File: src/rtl/fft_reorder_pkg.sv
// fft_reorder_pkg: shared constants and helpers for the FFT output reorder path.
//   N      - FFT length (points per frame), only 32 supported
//   LOG2N  - address width of one frame
//   DW     - signed sample width per component
//   bitrev5 - reverse the 5 bits of an index (bit-reversed <-> natural order)
package fft_reorder_pkg;
  localparam int N     = 32;
  localparam int LOG2N = 5;
  localparam int DW    = 16;

  typedef enum logic {
    IDLE = 1'b0,
    READ = 1'b1
  } rd_state_e;

  function automatic logic [LOG2N-1:0] bitrev5(input logic [LOG2N-1:0] a);
    logic [LOG2N-1:0] r;
    for (int b = 0; b < LOG2N; b++) r[b] = a[LOG2N-1-b];
    return r;
  endfunction
endpackage

File: src/rtl/fft_reorder_ram.sv
// reorder_ram: ping-pong frame storage, 2 banks x 32 words x 2*DW.
//   clk   - clock
//   we    - write enable
//   waddr - {bank, word} write address
//   wdata - {real, imag} write data
//   raddr - {bank, word} read address
//   rdata - registered read data, valid one cycle after raddr
// Contents are intentionally not reset; the read side only ever reads a bank
// after all 32 words of it have been freshly written.
module reorder_ram #(
  parameter int DW = 16,
  parameter int AW = 6
) (
  input  logic            clk,
  input  logic            we,
  input  logic [AW-1:0]   waddr,
  input  logic [2*DW-1:0] wdata,
  input  logic [AW-1:0]   raddr,
  output logic [2*DW-1:0] rdata
);
  logic [2*DW-1:0] mem [2**AW];
  logic [2*DW-1:0] rdata_d, rdata_q;

  always_ff @(posedge clk) begin
    if (we) mem[waddr] <= wdata;
  end

  always_comb rdata_d = mem[raddr];

  always_ff @(posedge clk) rdata_q <= rdata_d;

  assign rdata = rdata_q;
endmodule

File: src/rtl/fft_reorder.sv
// fft_reorder: converts bit-reversed FFT output into natural-order bins.
//   clk, rst_n             - clock, async active-low reset
//   valid_i                - input sample strobe
//   data_in_r, data_in_i   - signed sample in bit-reversed order
//   valid_o                - output bin strobe (32-cycle bursts per frame)
//   data_out_r, data_out_i - bin X[index_o], zero when valid_o is low
//   index_o                - natural bin index 0..31
//   sof_o                  - pulse with X[0] of each frame
// Flow: input reg -> write at bitrev5(wc) in write bank -> on wrap hand the
// bank to the read FSM -> natural-order read -> RAM read reg -> output reg.
module fft_reorder #(
  parameter int N  = 32,
  parameter int DW = 16
) (
  input  logic          clk,
  input  logic          rst_n,
  input  logic          valid_i,
  input  logic [DW-1:0] data_in_r,
  input  logic [DW-1:0] data_in_i,
  output logic          valid_o,
  output logic [DW-1:0] data_out_r,
  output logic [DW-1:0] data_out_i,
  output logic [4:0]    index_o,
  output logic          sof_o
);
  import fft_reorder_pkg::*;

  logic            in_vld_q;
  logic [DW-1:0]   in_r_q, in_i_q;
  logic [4:0]      wc_d, wc_q;
  logic            wr_bank_d, wr_bank_q;
  logic            handoff;
  rd_state_e       state_d, state_q;
  logic [4:0]      rc_d, rc_q;
  logic            rd_bank_d, rd_bank_q;
  logic            pend_d, pend_q, pend_bank_d, pend_bank_q;
  logic [2:1]      vld_pipe_d, vld_pipe_q;
  logic [4:0]      rc_p1_d, rc_p1_q;
  logic [4:0]      idx_d, idx_q;
  logic [DW-1:0]   out_r_d, out_r_q, out_i_d, out_i_q;
  logic            sof_d, sof_q;
  logic [2*DW-1:0] rdata;

  // the word at wc == 31 completes the frame in the current write bank
  assign handoff = in_vld_q && (wc_q == 5'd31);

  always_comb begin
    wc_d      = wc_q;
    wr_bank_d = wr_bank_q;
    if (in_vld_q) begin
      wc_d = wc_q + 5'd1;
      if (wc_q == 5'd31) wr_bank_d = ~wr_bank_q;
    end
  end

  always_comb begin
    state_d     = state_q;
    rc_d        = rc_q;
    rd_bank_d   = rd_bank_q;
    pend_d      = pend_q;
    pend_bank_d = pend_bank_q;
    case (state_q)
      IDLE: begin
        if (handoff) begin
          state_d   = READ;
          rc_d      = 5'd0;
          rd_bank_d = wr_bank_q;
        end
      end
      READ: begin
        rc_d = rc_q + 5'd1;  // wraps to 0 after 31
        if (rc_q == 5'd31) begin
          if (handoff) begin
            rd_bank_d = wr_bank_q;
          end else if (pend_q) begin
            rd_bank_d = pend_bank_q;
            pend_d    = 1'b0;
          end else begin
            state_d = IDLE;
          end
        end else if (handoff) begin
          // frames are >= 32 cycles apart so this cannot occur at full rate,
          // but a completed bank is never dropped
          pend_d      = 1'b1;
          pend_bank_d = wr_bank_q;
        end
      end
      default: state_d = IDLE;
    endcase
  end

  always_comb begin
    vld_pipe_d = {vld_pipe_q[1], state_q == READ};
    rc_p1_d    = rc_q;
    out_r_d    = vld_pipe_q[1] ? rdata[2*DW-1:DW] : '0;
    out_i_d    = vld_pipe_q[1] ? rdata[DW-1:0]    : '0;
    idx_d      = vld_pipe_q[1] ? rc_p1_q          : 5'd0;
    sof_d      = vld_pipe_q[1] && (rc_p1_q == 5'd0);
  end

  reorder_ram #(.DW(DW), .AW(LOG2N + 1)) u_ram (
    .clk   (clk),
    .we    (in_vld_q),
    .waddr ({wr_bank_q, bitrev5(wc_q)}),
    .wdata ({in_r_q, in_i_q}),
    .raddr ({rd_bank_q, rc_q}),
    .rdata (rdata)
  );

  always_ff @(posedge clk or negedge rst_n) begin
    if (!rst_n) begin
      in_vld_q    <= 1'b0;
      in_r_q      <= '0;
      in_i_q      <= '0;
      wc_q        <= 5'd0;
      wr_bank_q   <= 1'b0;
      state_q     <= IDLE;
      rc_q        <= 5'd0;
      rd_bank_q   <= 1'b0;
      pend_q      <= 1'b0;
      pend_bank_q <= 1'b0;
      vld_pipe_q  <= '0;
      rc_p1_q     <= 5'd0;
      idx_q       <= 5'd0;
      out_r_q     <= '0;
      out_i_q     <= '0;
      sof_q       <= 1'b0;
    end else begin
      in_vld_q    <= valid_i;
      in_r_q      <= data_in_r;
      in_i_q      <= data_in_i;
      wc_q        <= wc_d;
      wr_bank_q   <= wr_bank_d;
      state_q     <= state_d;
      rc_q        <= rc_d;
      rd_bank_q   <= rd_bank_d;
      pend_q      <= pend_d;
      pend_bank_q <= pend_bank_d;
      vld_pipe_q  <= vld_pipe_d;
      rc_p1_q     <= rc_p1_d;
      idx_q       <= idx_d;
      out_r_q     <= out_r_d;
      out_i_q     <= out_i_d;
      sof_q       <= sof_d;
    end
  end

  assign valid_o    = vld_pipe_q[2];
  assign data_out_r = out_r_q;
  assign data_out_i = out_i_q;
  assign index_o    = idx_q;
  assign sof_o      = sof_q;
endmodule
File: config.mk
export PLATFORM = sky130hd
export DESIGN_NAME = fft_reorder
export DESIGN_NICKNAME = d
export VERILOG_FILES = /design/src/rtl/fft_reorder_pkg.sv /design/src/rtl/fft_reorder_ram.sv /design/src/rtl/fft_reorder.sv
export SDC_FILE = /design/constraint.sdc
export NUM_CORES = 2
export LEC_CHECK = 0
export ABC_AREA = 1
export BUFFER_PORTS_ARGS = -buffer_cell sky130_fd_sc_hd__buf_4
export CELL_PAD_IN_SITES_DETAIL_PLACEMENT = 1
export CELL_PAD_IN_SITES_GLOBAL_PLACEMENT = 2
export CORE_MARGIN = 2
export CORE_UTILIZATION = 40
export CTS_CLUSTER_SIZE = 20
export DETAILED_ROUTE_END_ITERATION = 8
export GPL_TIMING_DRIVEN = 0
export PLACE_DENSITY = 0.7
export SLEW_MARGIN = 20
export SYNTH_ARGS = -nofsm -noshare
export SYNTH_HDL_FRONTEND = slang
export SYNTH_SLANG_ARGS = --single-unit
export TNS_END_PERCENT = 20
File: constraint.sdc
create_clock -name clk -period 6.7 [get_ports clk]
set_input_delay 0.335 -clock clk [delete_from_list [all_inputs] [get_ports clk]]
set_output_delay 0.335 -clock clk [all_outputs]
set_load 0.005 [all_outputs]
==> flow_metrics.env <==
export IMPL_path_cells="clkbuf_1, clkbuf_2, buf_1, nand3_1, nand3_1, nand2_1, nand2_1, nand2_1"
export IMPL_place_congestion=0.982
export IMPL_dr_pass1_iters=8
export IMPL_rsz0062_at_grt="no"
export IMPL_synth_top_area_cell="edfxtp_1"
export IMPL_cap_violations=0
export IMPL_setup_violations=0
export IMPL_vias=64100
export IMPL_slowest_delay_ns=0.95
export IMPL_worst_pin_slew_ns=1.27
export IMPL_synthFlopType="edfxtp_1"
export IMPL_yosysUniqueCellTypes=26
export IMPL_wl_per_cell_microns=37.0
export IMPL_routed_wl_mm=393
export IMPL_drive_gt1_share_pct=13.5
export IMPL_arrival_ns=5.13
export IMPL_vias_per_cell=6.04
export IMPL_dp_cells=10100
export IMPL_path_max_fanout=10
export IMPL_finClkSkew_ns=0.0386
export IMPL_crit_type="flop to flop"
export IMPL_clock_latency_ns=0.89
export IMPL_ant_nets=0
export IMPL_finalCritPeriodShare_pct=66.5
export IMPL_ios=74
export IMPL_cellLeakagePower_nw=37.1
export IMPL_synth_top_cells_by_count="nand2_1 (2,322), edfxtp_1 (2,048), nand3_1 (1,896)"
export IMPL_powerDensity_nw_per_um2=424
export IMPL_die_h_microns=467
export IMPL_worst_setup_path_start_kind="flop"
export IMPL_grt_pass1_vias=62100
export IMPL_avgSynthCellArea_sq_um=12.2
export IMPL_ys_ff_latch=2173
export IMPL_fp_dieW_microns=467
export IMPL_numCtsBuffers=229
export IMPL_core_area_sq_um=213000
export IMPL_grt_pass1_wl_mm=526
export IMPL_synth_top_area_share_pct=71.8
export IMPL_ctsRootBufferMaster="clkbuf_16"
export IMPL_place_area_sq_um=94500
export IMPL_grt_max_degree=94
export IMPL_start_util_pct=40.3
export IMPL_synth_most_common_cell="nand2_1"
export IMPL_clockBufferDepth=3
export IMPL_reg2reg_depth=8
export IMPL_drt_iter0_markers=9689
export IMPL_antenna_found_initial=30
export IMPL_yosysSeqAreaShare_pct=75.3
export IMPL_status="complete, no violations"
export IMPL_syn2layout_area_growth_pct=19.5
export IMPL_post_route_util_pct=48.2
export IMPL_post_cts_buffers=0
export IMPL_placementRows=169
export IMPL_synthArstFlopShare_pct=4.28
export IMPL_grt_use_total_pct=35.6
export IMPL_crit_top_cell="nand2_1"
export IMPL_syn_num_nets=7057
export IMPL_whs_path_depth=2
export IMPL_fmax_ghz=0.225
export IMPL_final_cells=10600
export IMPL_hold_viol=0
export IMPL_crit_required_ns=7.37
export IMPL_design_area_sq_um=102000
export IMPL_fill_cells=21700
export IMPL_synth_area_top_cells="edfxtp_1 (72%), nand3_1 (11%), nand2_1 (10%), dfrtp_1 (2.7%), buf_2 (1.5%)"
export IMPL_cts_tree="built"
export IMPL_clock_sinks=2173
export IMPL_fp_dieArea_sq_um=218000
export IMPL_min_period_ns=4.45
export IMPL_fin_nets=7627
export IMPL_slew_headroom_pct=15.0
export IMPL_clk_pin_slew_ns=0.06
export IMPL_slew_viol_final=0
export IMPL_dp_hpwl_mm=280
export IMPL_yosys_warnings=0
export IMPL_synth_edff_count=2048
export IMPL_io_buffers=73
export IMPL_synthCells=7017
export IMPL_irDropWorstVdd_uv=297
export IMPL_overflow=0
export IMPL_synthesis_area_sq_um=85700
export IMPL_drc_errors=0
export IMPL_r2r_slack_ns=2.25
export IMPL_critPathSlowestCell="clkbuf_1"
export IMPL_cts_max_level=4
export IMPL_hold_class="primary input to flop"
export IMPL_worstSetupEndpointType="flop"
[report_power, final]
group / leakage [nW] / internal, mW / switching (mW) / total (mW)
sequential: 19.9 / 15.5 / 0.299 / 15.8
clock: 3.62 / 7.21 / 5.56 / 12.8
combinational: 13.6 / 3.30 / 11.5 / 14.8
total: 37.1 / 26.0 / 17.4 / 43.4
[state kept, by name (all words and copies together) (netlist names)]
signal       count
rd_bank_q        1
rc_p1_q          5
in_i_q          16
wc_q             5
sof_o            1
data_out_r      16
wr_bank_q        1
rc_p1_d          5
u_ram.rdata     32
state_q          1
pend_bank_q      1
in_vld_q         1
u_ram.mem     2048
in_r_q          16
data_out_i      16
index_o          5
vld_pipe_q       2
pend_q           1
[kinds of logic (layout without fill, tap and decap cells)]
logic type | count (synthesis) | in the layout | share of synthesized area [%]
other | 0 | 10 | 0
AND/OR/NAND/NOR | 4304 | 4304 | 21.7
flip-flops | 2173 | 2173 | 75.3
buffers and inverters | 517 | 1286 | 2.85
adder cells (fa/ha/maj) | 5 | 5 | 0.0730
XOR/XNOR | 4 | 4 | 0.0409
AO/OA/AOI/OAI | 14 | 14 | 0.0891
[timing repair]
action | CTS | global route
hold buffers | 34 | 1
hold endpoints to repair | 126 | 31
gates resized for setup | 0 | 0
[placed cells by master, fill, tap and decap left out, drive strengths merged]
cell type	instances
a31oi	2
xor2	4
bufinv	17
diode	10
buf	670
a211oi	1
dfrtp	93
nand4	9
nor2	65
edfxtp	2048
nand2	2322
ha	5
a21oi	2
nor4	5
nor3	5
clkbuf	390
o22ai	1
nand3	1896
o21ai	8
dlygate4sd3	35
dfxtp	32
clkinv	102
nand3b	2
inv	64
clkinvlp	8
[stage by stage]
stage               worst slack, ns  hold WS (ns)  TNS [ns]  power [mW]
floorplan                      2.22        0.0394         0        23.0
global placement              -5.67         0.398  -1023.89        29.8
detailed placement             2.61         0.384         0        30.4
CTS                            2.60        0.0494         0        43.0
global route                   2.40        0.0931         0        44.4
finish                         2.25         0.101         0        43.4
[critical path, delay by kind of cell (launching register included)]
kind	cells	cell delay, ns
buffers and inverters	3	2.35
AND/OR/NAND/NOR	5	1.48
flip-flops	1	0.39
[per-layer routing]
layer,GRT usage [%],routed length [microns],vias up
li1,-,-,26100
met1,47.4,152000,33400
met2,55.3,178000,3872
met3,8.11,41900,821
met4,16.6,21500,6
met5,0,41,-
[final cells by class]
cell class / count / area, sq um / area share, %
antenna: 10 / 25.0 / 0.0245
buffer: 458 / 2240 / 2.19
clock buffer: 298 / 6260 / 6.12
clock inverter: 132 / 1140 / 1.11
inverter: 59 / 224 / 0.219
multi-input combinational: 4327 / 19200 / 18.8
sequential: 2173 / 64600 / 63.1
tap: 2821 / 3530 / 3.45
timing repair buffer: 339 / 5120 / 5.00
[path summary, 6_finish.rpt]
check / startpoint / end
setup / recovery: rc_p1_d[3] / u_ram.rdata[19]
hold / removal: data_in_r[1] / in_r_q[1]
setup reg to reg: rc_p1_d[3] / u_ram.rdata[19]
hold reg to reg: vld_pipe_q[1] / vld_pipe_q[2]
max in group asynchronous: rst_n / data_out_i[0]
min in group asynchronous: rst_n / in_r_q[6]
Power figures use the tool's default switching activity.
